<file path="config.mk">
export PLATFORM = sky130hd
export DESIGN_NAME = pout_byte_serializer
export DESIGN_NICKNAME = d
export VERILOG_FILES = /design/src/rtl/pout_byte_serializer.sv
export SDC_FILE = /design/constraint.sdc
export NUM_CORES = 1
export LEC_CHECK = 0
export CAP_MARGIN = 5
export CELL_PAD_IN_SITES_DETAIL_PLACEMENT = 0
export CELL_PAD_IN_SITES_GLOBAL_PLACEMENT = 1
export CORE_ASPECT_RATIO = 0.75
export CORE_MARGIN = 1
export CORE_UTILIZATION = 50
export DETAILED_ROUTE_END_ITERATION = 8
export GPL_ROUTABILITY_DRIVEN = 0
export PLACE_DENSITY = 0.81
export SYNTH_ARGS = -nofsm -noshare
export SYNTH_HDL_FRONTEND = slang
export SYNTH_SLANG_ARGS = --single-unit
</file>
<file path="constraint.sdc">
create_clock -name clock -period 5 [get_ports clock]
set_input_delay 0.75 -clock clock [delete_from_list [all_inputs] [get_ports clock]]
set_output_delay 0.75 -clock clock [all_outputs]
set_load 0.03 [all_outputs]
</file>
<file path="src/rtl/pout_byte_serializer.sv">
// pout_byte_serializer: 16-bit word FIFO drained as two bytes per word over a valid/ready pad link.
// Define POUT_MSB_FIRST_EN to present the high byte first (default: low byte first).
module pout_byte_serializer #(
   parameter int DEPTH = 4
) (
   input  logic                      clock,
   input  logic                      resetb,
   input  logic                      in_valid,
   output logic                      in_ready,
   input  logic [15:0]               in_data,
   output logic                      out_valid,
   input  logic                      out_ready,
   output logic [7:0]                out_data,
   output logic [15:0]               words_sent,
   output logic [$clog2(DEPTH):0]    fifo_level
);
   localparam int AW = $clog2(DEPTH);

   logic [15:0]   mem_q [DEPTH];
   logic [AW-1:0] wr_q, wr_d, rd_q, rd_d;
   logic [AW:0]   level_q, level_d;
   logic          phase_q, phase_d;
   logic [15:0]   sent_q, sent_d;
   logic          push, xfer, pop, hi_sel;
   logic [15:0]   head;

   assign in_ready   = level_q != (AW+1)'(DEPTH);
   assign out_valid  = level_q != '0;
   assign fifo_level = level_q;
   assign words_sent = sent_q;
   assign push = in_valid && in_ready;
   assign xfer = out_valid && out_ready;
   assign pop  = xfer && phase_q;
   assign head = mem_q[rd_q];
`ifdef POUT_MSB_FIRST_EN
   assign hi_sel = ~phase_q;
`else
   assign hi_sel = phase_q;
`endif
   // Gated so the pad reads 0x00 whenever nothing is stored, including after reset.
   assign out_data = out_valid ? (hi_sel ? head[15:8] : head[7:0]) : 8'h00;

   always_comb begin
      wr_d    = push ? wr_q + 1'b1 : wr_q;
      rd_d    = pop ? rd_q + 1'b1 : rd_q;
      level_d = level_q + (AW+1)'(push) - (AW+1)'(pop);
      phase_d = xfer ? ~phase_q : phase_q;
      sent_d  = pop ? sent_q + 16'd1 : sent_q;
   end

   always_ff @(posedge clock) begin
      if (push) mem_q[wr_q] <= in_data;
   end

   always_ff @(posedge clock or negedge resetb) begin
      if (!resetb) begin
         wr_q    <= '0;
         rd_q    <= '0;
         level_q <= '0;
         phase_q <= 1'b0;
         sent_q  <= '0;
      end else begin
         wr_q    <= wr_d;
         rd_q    <= rd_d;
         level_q <= level_d;
         phase_q <= phase_d;
         sent_q  <= sent_d;
      end
   end
endmodule

</file>
==> results.json <==
{
  "netlist-cell-type-count": 31,
  "hold_path_depth": 1,
  "most_area_hungry_cell_type_in_the_yosys_netlist": "sky130_fd_sc_hd__edfxtp_1",
  "worst_margin_pin_slew_ns": 1.11,
  "rows": 26,
  "drive_gt1_share_pct": 15.2,
  "design.final.nets": 287,
  "antenna_violations_before_repair": 0,
  "dominantRegCellSynth": "sky130_fd_sc_hd__edfxtp_1",
  "worst_min_delay_path_category": "register to register",
  "syn_area_um2": 3640,
  "post-cts-setup-buffer-count": 0,
  "final_hold_viol_count": 0,
  "avgViaCountPerCell": 5.07,
  "die_area_um2": 7630,
  "largest_family_of_logic_cells_by_synthesized_area": "multiplexers",
  "yosys.area_share.xor_xnor_pct": 5.05,
  "clock_tree.htree_level_count": 3,
  "ctsResizeCount": 0,
  "final_common_cell": "sky130_fd_sc_hd__edfxtp_1",
  "timing.final.setup_violations": 0,
  "clock_sink_count": 88,
  "area_growth_syn_to_layout_pct": 21.3,
  "synth-edff-count": 64,
  "final-max-slew-violation-count": 0,
  "initial_utilization_pct": 52.5,
  "number_of_global_route_vias_before_repair": 1908,
  "synth_area_in_simple_gates_pct": 6.94,
  "min-delay-start": "words_sent[15]$_DFFE_PN0P_",
  "via_count": 1836,
  "cell_at_the_root_of_the_clock_tree": "sky130_fd_sc_hd__clkbuf_8",
  "wire_per_inst_um": 16.6,
  "yosysTopAreaCellShare_pct": 52.8,
  "cpLargestDelayFamily": "flip-flops",
  "worst_r2r_endpoint": "fifo_level[2]$_DFF_PN0_",
  "path_clk_slew_ns": 0.09,
  "worst-r2r-cell-count": 8,
  "r2r_start": "hi_sel$_DFFE_PN0N_",
  "timing.critical_path.slowest_stage_cell": "sky130_fd_sc_hd__dfrtp_1",
  "drv.max_cap_violation_count": 0,
  "vdd.ir_drop.worst_uv": 361,
  "postSynthRegisterBits": 88,
  "final.min_clock_period_ns": 3.57,
  "coreArea_um2": 6930,
  "post_synthesis_share_of_cell_area_spent_on_full_adders_half_adders_and_majority_gates_pct": 2.96,
  "clk-insertion-delay-late_ns": 0.35,
  "setup-tns-final_ns": 0,
  "die_w_um": 101,
  "drt-total-wl_um": 6030,
  "yosys_warnings": 0,
  "max_freq_ghz": 0.280,
  "final_cell_mix": "sky130_fd_sc_hd__edfxtp_1 (64), sky130_fd_sc_hd__clkdlybuf4s50_1 (48), sky130_fd_sc_hd__dfrtp_1 (24), sky130_fd_sc_hd__xnor2_1 (17), sky130_fd_sc_hd__mux4_2 (16)",
  "die_h_um": 75.9,
  "synth_seq_area_share_pct": 69.3,
  "status": "finished, final reports clean",
  "power.static_leakage_nw": 1.62,
  "worst_ep_required_time_ns": 4.25,
  "endpoint_kind": "output port",
  "critPathKind": "register to output port",
  "drt-initial-drc-count": 41,
  "setup.worst_path.start_class": "register",
  "post_synth_main_area_contributors": "sky130_fd_sc_hd__edfxtp_1 (53%), sky130_fd_sc_hd__dfrtp_1 (16%), sky130_fd_sc_hd__mux4_2 (9.9%), sky130_fd_sc_hd__xnor2_1 (4.1%), sky130_fd_sc_hd__ha_1 (2.4%)",
  "numCtsBuffers": 9,
  "clockBufferDepth": 2,
  "grt_util_all_layers_pct": 17.8,
  "rsz0062_at_grt": "no",
  "timing.critical_path.slowest_cell_delay_ns": 1.02,
  "gr-total-overflow": 0,
  "drt_first_pass_iters": 4,
  "critPathLaunch": "rd_q[1]$_DFFE_PN0P_",
  "worstHoldEndpoint": "words_sent[15]$_DFFE_PN0P_",
  "finClkSkew_ns": 0.00685,
  "drtAntennaViolNets": 0,
  "syn_nets": 234,
  "post_cts_hold_buffer_count": 0,
  "slew_headroom_pct": 25.9,
  "muxShareOfSynthArea_pct": 12.4,
  "powerDensity_nw_per_um2": 588,
  "detailed_place_hpwl_um": 4110,
  "final_min_period_over_clock_period_pct": 71.4,
  "post_synth.cell_area_avg_um2": 17.7,
  "proportion_of_synthesized_flip_flops_having_asynchronous_set_or_reset_pct": 27.3,
  "postSynthCellCount": 206,
  "cts_tree": "yes",
  "i_o_pin_count": 49,
  "crit_chain": "mux4_2, mux2i_1, nor2_1, clkdlybuf4s50_1",
  "critical_path_peak_fanout": 17,
  "placement.setup.worst_slack_ns": 1.73,
  "reg2reg_setup_slack_ns": 2.46,
  "synth_compound_area_share_pct": 0.722,
  "route.detailed.drc": 0,
  "insertedDiodeCount": 0,
  "path_buf_inv": 1,
  "timing.final.ws_setup_ns": 1.43,
  "io_buf_count": 48,
  "global_route_wire_length_before_repair_um": 9900,
  "cp.arrival_ns": 2.82,
  "maximum_number_of_pins_on_one_net_before_global_route_repair": 25
}
final cells by class:
class                   count  area [um^2]
well taps                  98          123
clock buffers               9          124
flip-flops and latches     88         2520
repair buffers             48          480
clock inverters             7          100
fillers                   510         2510
multi-input cells         101         1020
inverters                  11         43.8
synthesized netlist by cell type (4+ instances only):
cell,count
sky130_fd_sc_hd__and3_1,4
sky130_fd_sc_hd__dfrtp_1,24
sky130_fd_sc_hd__edfxtp_1,64
sky130_fd_sc_hd__ha_1,7
sky130_fd_sc_hd__inv_1,10
sky130_fd_sc_hd__mux2i_1,8
sky130_fd_sc_hd__mux4_2,16
sky130_fd_sc_hd__nand2_1,11
sky130_fd_sc_hd__nand3_1,7
sky130_fd_sc_hd__nor2_1,11
sky130_fd_sc_hd__xnor2_1,17
sky130_fd_sc_hd__xor2_1,4
how the worst max path moves through the flow:
stage                                          to  slack (ns)  cells after the start
after detailed placement              out_data[4]        1.73                      4
after global placement                out_data[4]        1.74                      4
final                                 out_data[4]        1.43                      4
after floorplan           fifo_level[2]$_DFF_PN0_        2.46                     11
after global routing                  out_data[0]        1.20                      4
after CTS                             out_data[4]        1.34                      4
per-layer routing:
layer / vias to the layer above / part of all wire, % / track usage [%]
li1: 880 / - / -
met1: 910 / 48 / 25.2
met2: 41 / 47 / 27.0
met3: 5 / 4.2 / 5.63
met4: 0 / 0.80 / 4.35
met5: - / 0 / 0
sequential cells by signal (all words and copies together) (netlist names):
| register | cells |
|---|---|
| wr_q | 2 |
| mem_q | 64 |
| words_sent | 16 |
| hi_sel | 1 |
| fifo_level | 3 |
| rd_q | 2 |
stage by stage:
stage / hold WS, ns / instances / util [%] / total power [W] / cell area, um^2
finish: 0.474 / 362 / 63.7 / 0.00259 / 4420
global route: 0.502 / 362 / 63.7 / 0.00274 / 4420
CTS: 0.487 / 362 / 63.7 / 0.00263 / 4420
detailed placement: 0.473 / 346 / 60.5 / 0.00209 / 4190
global placement: 0.460 / 346 / 60.5 / 0.00207 / 4190
floorplan: 0.454 / 206 / - / 0.00177 / 3640
where the power goes:
group	switching (W)	internal, W	total [W]
clock	0.000252	0.000288	0.000540
combinational	0.000471	0.000448	0.000920
sequential	0.000179	0.000956	0.00114
logic make-up (layout without fill, tap and decap cells):
logic type | Yosys count | count (layout)
AO/OA/AOI/OAI | 1 | 1
AND/OR/NAND/NOR | 46 | 46
XOR/XNOR | 21 | 21
adder cells (fa/ha/maj) | 8 | 8
multiplexers | 25 | 25
buffers and inverters | 17 | 75
flip-flops | 88 | 88
(Power assumes the default switching activity.)
